===== src/rtl/ex_mem_pipe_if.sv =====
// EX/MEM bus: execute-side results in, memory-side registered view out.
// EXMEM_LOADSTORE_EN adds the load/store opcode, address and store data.
interface ex_mem_pipe_if #(
  parameter int DATA_W  = 32,
  parameter int RADDR_W = 5,
  parameter int CNT_W   = 2
);
  logic [RADDR_W-1:0]  ex_rw;
  logic                ex_wreg;
  logic [DATA_W-1:0]   ex_wdata;
  logic                ex_whilo;
  logic [DATA_W-1:0]   ex_hi;
  logic [DATA_W-1:0]   ex_lo;
  logic [2*DATA_W-1:0] ex_hilo_temp;
  logic [CNT_W-1:0]    ex_cnt;
  logic [RADDR_W-1:0]  mem_rw;
  logic                mem_wreg;
  logic [DATA_W-1:0]   mem_wdata;
  logic                mem_whilo;
  logic [DATA_W-1:0]   mem_hi;
  logic [DATA_W-1:0]   mem_lo;
  logic                mem_valid;
  logic [2*DATA_W-1:0] hilo_temp_o;
  logic [CNT_W-1:0]    cnt_o;
`ifdef EXMEM_LOADSTORE_EN
  logic [7:0]          ex_aluop;
  logic [DATA_W-1:0]   ex_mem_addr;
  logic [DATA_W-1:0]   ex_reg2;
  logic [7:0]          mem_aluop;
  logic [DATA_W-1:0]   mem_addr;
  logic [DATA_W-1:0]   mem_reg2;
`endif

  modport master (
    output ex_rw, ex_wreg, ex_wdata, ex_whilo,
    output ex_hi, ex_lo, ex_hilo_temp, ex_cnt,
`ifdef EXMEM_LOADSTORE_EN
    output ex_aluop, ex_mem_addr, ex_reg2,
    input  mem_aluop, mem_addr, mem_reg2,
`endif
    input  mem_rw, mem_wreg, mem_wdata, mem_whilo,
    input  mem_hi, mem_lo, mem_valid,
    input  hilo_temp_o, cnt_o
  );

  modport slave (
    input  ex_rw, ex_wreg, ex_wdata, ex_whilo,
    input  ex_hi, ex_lo, ex_hilo_temp, ex_cnt,
`ifdef EXMEM_LOADSTORE_EN
    input  ex_aluop, ex_mem_addr, ex_reg2,
    output mem_aluop, mem_addr, mem_reg2,
`endif
    output mem_rw, mem_wreg, mem_wdata, mem_whilo,
    output mem_hi, mem_lo, mem_valid,
    output hilo_temp_o, cnt_o
  );
endinterface


===== src/rtl/ex_mem_pipe.sv =====
// EX/MEM pipeline register with stall, flush, bubble and multi-cycle feedback.
// EXMEM_LOADSTORE_EN adds aluop/address/store-data fields to the slot.
module ex_mem_pipe #(
  parameter int DATA_W    = 32,
  parameter int RADDR_W   = 5,
  parameter int CNT_W     = 2,
  parameter int NOP_RADDR = 0
) (
  input  logic          clk,
  input  logic          rst,
  input  logic          stall_ex,
  input  logic          stall_mem,
  input  logic          flush,
  ex_mem_pipe_if.slave  bus
);

  typedef struct packed {
    logic [RADDR_W-1:0] rw;
    logic               wreg;
    logic [DATA_W-1:0]  wdata;
    logic               whilo;
    logic [DATA_W-1:0]  hi;
    logic [DATA_W-1:0]  lo;
    logic               valid;
`ifdef EXMEM_LOADSTORE_EN
    logic [7:0]         aluop;
    logic [DATA_W-1:0]  addr;
    logic [DATA_W-1:0]  reg2;
`endif
  } slot_t;

  typedef enum logic [1:0] {
    M_CLR, M_BUB, M_HOLD, M_ADV
  } mode_t;

  slot_t               slot_q, nop_s, ex_s;
  logic [2*DATA_W-1:0] temp_q;
  logic [CNT_W-1:0]    cnt_q;
  mode_t               mode;
  logic                clr, bub, hold;

  always_comb begin
    nop_s    = '0;
    nop_s.rw = RADDR_W'(NOP_RADDR);
  end

  always_comb begin
    ex_s       = '0;
    ex_s.rw    = bus.ex_rw;
    ex_s.wreg  = bus.ex_wreg;
    ex_s.wdata = bus.ex_wdata;
    ex_s.whilo = bus.ex_whilo;
    ex_s.hi    = bus.ex_hi;
    ex_s.lo    = bus.ex_lo;
    ex_s.valid = 1'b1;
`ifdef EXMEM_LOADSTORE_EN
    ex_s.aluop = bus.ex_aluop;
    ex_s.addr  = bus.ex_mem_addr;
    ex_s.reg2  = bus.ex_reg2;
`endif
  end

  // One-hot decode of the priority rst/flush > bubble > hold > advance.
  assign clr  = rst | flush;
  assign bub  = ~clr & stall_ex & ~stall_mem;
  assign hold = ~clr & stall_mem;

  always_comb begin
    mode = M_ADV;
    unique case (1'b1)
      clr:     mode = M_CLR;
      bub:     mode = M_BUB;
      hold:    mode = M_HOLD;
      default: mode = M_ADV;
    endcase
  end

  always_ff @(posedge clk) begin
    unique case (mode)
      M_CLR: begin
        slot_q <= nop_s;
        temp_q <= '0;
        cnt_q  <= '0;
      end
      M_BUB: begin
        slot_q <= nop_s;
        temp_q <= bus.ex_hilo_temp;
        cnt_q  <= bus.ex_cnt;
      end
      M_HOLD: begin
        slot_q <= slot_q;
        temp_q <= temp_q;
        cnt_q  <= cnt_q;
      end
      default: begin
        slot_q <= ex_s;
        temp_q <= '0;
        cnt_q  <= '0;
      end
    endcase
  end

  assign bus.mem_rw      = slot_q.rw;
  assign bus.mem_wreg    = slot_q.wreg;
  assign bus.mem_wdata   = slot_q.wdata;
  assign bus.mem_whilo   = slot_q.whilo;
  assign bus.mem_hi      = slot_q.hi;
  assign bus.mem_lo      = slot_q.lo;
  assign bus.mem_valid   = slot_q.valid;
  assign bus.hilo_temp_o = temp_q;
  assign bus.cnt_o       = cnt_q;
`ifdef EXMEM_LOADSTORE_EN
  assign bus.mem_aluop   = slot_q.aluop;
  assign bus.mem_addr    = slot_q.addr;
  assign bus.mem_reg2    = slot_q.reg2;
`endif

endmodule

===== src/flat_wrapper.sv =====
// flat-port wrapper written by rule: the top's interface ports become plain ports
module ex_mem_pipe_flat 
#(
  parameter int DATA_W    = 32,
  parameter int RADDR_W   = 5,
  parameter int CNT_W     = 2,
  parameter int NOP_RADDR = 0
)
  (clk, rst, stall_ex, stall_mem, flush, bus_ex_rw, bus_ex_wreg, bus_ex_wdata, bus_ex_whilo, bus_ex_hi, bus_ex_lo, bus_ex_hilo_temp, bus_ex_cnt, bus_mem_rw, bus_mem_wreg, bus_mem_wdata, bus_mem_whilo, bus_mem_hi, bus_mem_lo, bus_mem_valid, bus_hilo_temp_o, bus_cnt_o);
  ex_mem_pipe_if #(.DATA_W(DATA_W), .RADDR_W(RADDR_W), .CNT_W(CNT_W)) bus_i ();
  input  logic clk;
  input  logic rst;
  input  logic stall_ex;
  input  logic stall_mem;
  input  logic flush;
  input wire logic [$bits(bus_i.ex_rw)-1:0] bus_ex_rw;
  input wire logic [$bits(bus_i.ex_wreg)-1:0] bus_ex_wreg;
  input wire logic [$bits(bus_i.ex_wdata)-1:0] bus_ex_wdata;
  input wire logic [$bits(bus_i.ex_whilo)-1:0] bus_ex_whilo;
  input wire logic [$bits(bus_i.ex_hi)-1:0] bus_ex_hi;
  input wire logic [$bits(bus_i.ex_lo)-1:0] bus_ex_lo;
  input wire logic [$bits(bus_i.ex_hilo_temp)-1:0] bus_ex_hilo_temp;
  input wire logic [$bits(bus_i.ex_cnt)-1:0] bus_ex_cnt;
  output wire logic [$bits(bus_i.mem_rw)-1:0] bus_mem_rw;
  output wire logic [$bits(bus_i.mem_wreg)-1:0] bus_mem_wreg;
  output wire logic [$bits(bus_i.mem_wdata)-1:0] bus_mem_wdata;
  output wire logic [$bits(bus_i.mem_whilo)-1:0] bus_mem_whilo;
  output wire logic [$bits(bus_i.mem_hi)-1:0] bus_mem_hi;
  output wire logic [$bits(bus_i.mem_lo)-1:0] bus_mem_lo;
  output wire logic [$bits(bus_i.mem_valid)-1:0] bus_mem_valid;
  output wire logic [$bits(bus_i.hilo_temp_o)-1:0] bus_hilo_temp_o;
  output wire logic [$bits(bus_i.cnt_o)-1:0] bus_cnt_o;
  assign bus_i.ex_rw = bus_ex_rw;
  assign bus_i.ex_wreg = bus_ex_wreg;
  assign bus_i.ex_wdata = bus_ex_wdata;
  assign bus_i.ex_whilo = bus_ex_whilo;
  assign bus_i.ex_hi = bus_ex_hi;
  assign bus_i.ex_lo = bus_ex_lo;
  assign bus_i.ex_hilo_temp = bus_ex_hilo_temp;
  assign bus_i.ex_cnt = bus_ex_cnt;
  assign bus_mem_rw = bus_i.mem_rw;
  assign bus_mem_wreg = bus_i.mem_wreg;
  assign bus_mem_wdata = bus_i.mem_wdata;
  assign bus_mem_whilo = bus_i.mem_whilo;
  assign bus_mem_hi = bus_i.mem_hi;
  assign bus_mem_lo = bus_i.mem_lo;
  assign bus_mem_valid = bus_i.mem_valid;
  assign bus_hilo_temp_o = bus_i.hilo_temp_o;
  assign bus_cnt_o = bus_i.cnt_o;
  ex_mem_pipe #(.DATA_W(DATA_W), .RADDR_W(RADDR_W), .CNT_W(CNT_W), .NOP_RADDR(NOP_RADDR)) u_core (.clk(clk), .rst(rst), .stall_ex(stall_ex), .stall_mem(stall_mem), .flush(flush), .bus(bus_i));
endmodule

===== config.mk =====
export PLATFORM = sky130hd
export DESIGN_NAME = ex_mem_pipe_flat
export DESIGN_NICKNAME = d
export VERILOG_FILES = /design/src/rtl/ex_mem_pipe_if.sv /design/src/rtl/ex_mem_pipe.sv /design/src/flat_wrapper.sv
export SDC_FILE = /design/constraint.sdc
export NUM_CORES = 1
export LEC_CHECK = 0
export BUFFER_PORTS_ARGS = -buffer_cell sky130_fd_sc_hd__buf_4
export CAP_MARGIN = 0
export CORE_AREA = 4 4 131 133
export DETAILED_ROUTE_END_ITERATION = 10
export DIE_AREA = 0 0 135 137
export PLACE_DENSITY_LB_ADDON = 0.08
export SLEW_MARGIN = 20
export SYNTH_ARGS = -nofsm -noshare
export SYNTH_HDL_FRONTEND = slang
export SYNTH_SLANG_ARGS = --single-unit

===== constraint.sdc =====
create_clock -name clk -period 8.5 [get_ports clk]
set_input_delay 0.425 -clock clk [delete_from_list [all_inputs] [get_ports clk]]
set_output_delay 0.425 -clock clk [all_outputs]
set_load 0.005 [all_outputs]

==> flow_results.org <==
** Run status
- The run finished with clean final reports.

** Clock network
- Clock tree from TritonCTS :: built
- The number of hold buffers added after CTS was 0.
- The number of setup buffers added after CTS is 0.
- Number of clock sinks :: 170
- In this run the clock root is driven by a sky130_fd_sc_hd__clkbuf_16.
- CTS clock-pin slew for the worst setup and hold paths :: ~0.060 ns
- Counting along the longest clock path gives a buffer depth of 2.
- The clock tree synthesis step divided the H-tree into 4 levels.
- The number of clock buffers added by TritonCTS is 17.
- Quantity of gates resized following cts :: 0

** Place
- Buffers placed on the I/O ports in this run total 343.
- The congestion estimate from routability-driven global placement came to 0.785.
- Estimated wirelength of the detail-placed design :: roughly 13,000 um

** Setup path
- In this design, the largest share of critical-path delay is due to buffers and inverters.
- Top cell by count, worst path :: sky130_fd_sc_hd__buf_4
- Data arrives at the worst endpoint at 2.40 ns.
- Of all nets on the critical path, the largest fanout is between 70 and 80.
- STA classifies the critical path startpoint as an input port.
- Kind of critical path :: in2reg
- The critical path goes through buf_4 > nor2b_4 > buf_4 > nor3b_1.
- Slowest stage cell on the critical path :: sky130_fd_sc_hd__buf_4
- For this run, the slowest stage of the critical path takes 0.91 ns.
- CP Buf/Inv Count :: 2
- The worst setup path is captured at a flip-flop.
- At the worst endpoint, the required time is 8.62 ns.

** Global routing
- Met3 routing resource usage after global routing :: 8.20%
- Entering global routing, the biggest net connects 80 pins.
- Most utilized layer in the global route result :: met2
- The initial antenna violation count is 0.
- Met1 routing resource usage after global routing :: 20.4%
- Overall routing resource usage :: 18.6%
- Vias in the first global route :: 4,490
- For this run, global-route usage on met2 was measured as 32.2%.
- First-pass GRT wire length :: roughly 26,000 um
- Global-route congestion overflow total :: 0

** Timing
- Sum of negative setup slack :: 0 ns
- The count of final max-slew check failures was 0.
- Headroom to the max-slew limit came out at 31.9%.
- Portion of the clock cycle consumed by the worst path in the final layout :: a little over a quarter
- Unrepaired setup endpoints after global routing :: false
- The hold violation total from the final report was 0.
- Static timing analysis puts the maximum clock frequency at 439 MHz.
- Final Critical Period :: 2.28 ns
- Setup violations remaining at the end of the flow were counted as 0.
- Transition time at the pin with the least slew margin :: 1.02 ns

** Die
- The core region is 0.0158 mm2.
- Starting Density :: a little over two fifths
- Floorplan die area :: 0.0185 mm2
- Number of placed I/O pins :: 344
- Die width :: around 140 um
- Number of placement rows :: 46
- From bottom edge to top edge, the die measures 137 um.

** Final layout
- Relative to the synthesized area, the layout overhead comes to 47.2%.
- Area taken by flip-flops and latches :: 0.00510 mm2
- The repair_antennas step left the layout with diodes totalling 0.
- Final-layout fill cell count :: 1,197
- The final layout contains 886 nets.
- Combined area of the multi-input logic cells :: 0.00155 mm2
- Layout cells sized above 1 :: 60.4%

** Drt
- Initial detailed-routing violation count :: 280
- Average via count per standard cell :: roughly 4.7
- The count of nets left with antenna violations once routing finished came out at 0.
- Summed over all layers, the routed wires come to 17,800 um.
- The routed layout has 4,390 vias.
- WL per Instance :: 18.9 um
- After detailed routing, the number of remaining DRC violations is 0.
- For this run, the detailed router's first-pass iteration total came to 4.

** Yosys
- Synth area leader :: sky130_fd_sc_hd__edfxtp_1
- Synthesis produced 376 cells.
- Seq cells post-synth :: 170
- Yosys mapped the design onto 14 distinct sky130hd cell types.
- Sequential cells were found to cover 74.8% of the synthesized design area.
- The cell area that synthesis handed to floorplanning was 0.00683 mm2.
- Yosys printed 0 warnings.
- Number of nets in the synthesized netlist :: 550
- Post-synth top area share :: 74.8%
- By area the synthesized netlist is led by sky130_fd_sc_hd__edfxtp_1 (75%), sky130_fd_sc_hd__nor3b_2 (11%), sky130_fd_sc_hd__and2_1 (6.0%), sky130_fd_sc_hd__nor3b_1 (4.8%), sky130_fd_sc_hd__buf_6 (1.2%).
- Dividing the synthesized area by the synthesized cell count gives 18.2 um2.

** Pwr
- Peak ir drop on the vdd network :: 0.127 mV
- Pwr/cell area :: 189 mW/mm2
- The analysis attributes to cell leakage a power of 4.40 nW.
- Overall power consumption after layout is estimated at 1.90 mW.

** Min path
- The worst hold path belongs to the class in2reg.

** Job
- Max-cap violations in this run came to 0.
[synthesized netlist by cell type, drive strengths merged]
cell type	number
and2	66
buf	20
clkbuf	11
edfxtp	170
nand2	1
nor2	2
nor2b	1
nor3b	103
nor4b	1
or2	1
[cell type report]
class	count	share of cell area, %
Clock inverter	10	0.784
Multi-Input combinational cell	175	15.4
Clock buffer	21	4.38
Tap cell	216	2.69
Sequential cell	170	50.8
Timing Repair Buffer	348	26.0
[state kept, by name, summed over array words and instances (netlist names)]
signal	cells
u_core.bus.mem_rw	5
u_core.bus.cnt_o	2
u_core.bus.mem_wreg	1
u_core.bus.hilo_temp_o	64
u_core.bus.mem_whilo	1
u_core.bus.mem_lo	32
u_core.bus.mem_hi	32
u_core.bus.mem_wdata	32
u_core.bus.mem_valid	1
[where the power goes]
| part | switching, mW | leakage (nW) | internal (mW) |
|---|---|---|---|
| Combinational | 0.0824 | 2.20 | 0.130 |
| Sequential | 0.0153 | 1.95 | 0.976 |
| Clock | 0.298 | 0.254 | 0.397 |
[path summary, 6_finish.rpt]
kind | depth (start not counted) | to | from | slack (ns)
worst max-delay path | 4 | u_core.bus.mem_hi[31] | stall_mem | 6.22
worst min-delay path | 2 | u_core.bus.hilo_temp_o[9] | bus_ex_hilo_temp[9] | 0.28
[per-layer routing]
metal / part of all wire [%] / wire length [um]
met5: 0 / 0
met4: 2.0 / 359
met3: 11 / 1890
met2: 53 / 9410
met1: 34 / 6140
[per-stage QoR]
step                      instances  cell area, um2  util [%]  setup WS [ns]  hold WS [ns]
after global routing            940           10100      63.5           6.08         0.263
final                           940           10100      63.5           6.22         0.279
after CTS                       940           10100      63.5           6.22         0.265
after global placement          909            9530      60.2           5.86         0.704
after detailed placement        909            9530      60.2           5.78         0.706
after floorplan                 376            6830         -           3.84         0.623
[cell families after synthesis]
group                  after synthesis  synth area share, %
buffers and inverters               31                 2.84
DFF                                170                 74.8
and+or+nand+nor                    175                 22.4
[placed cells by master (no fill, tap or decap)]
master,instances
sky130_fd_sc_hd__nor2b_4,1
sky130_fd_sc_hd__nor2_1,2
sky130_fd_sc_hd__or2_4,1
sky130_fd_sc_hd__nor3b_1,44
sky130_fd_sc_hd__edfxtp_1,170
sky130_fd_sc_hd__clkbuf_1,4
sky130_fd_sc_hd__nor4b_4,1
sky130_fd_sc_hd__nor3b_2,59
sky130_fd_sc_hd__clkinvlp_4,2
sky130_fd_sc_hd__clkinv_1,1
sky130_fd_sc_hd__buf_4,348
sky130_fd_sc_hd__nand2_4,1
sky130_fd_sc_hd__clkbuf_16,17
sky130_fd_sc_hd__bufinv_16,1
sky130_fd_sc_hd__clkinv_2,6
sky130_fd_sc_hd__and2_1,66
(Power assumes the default switching activity.)
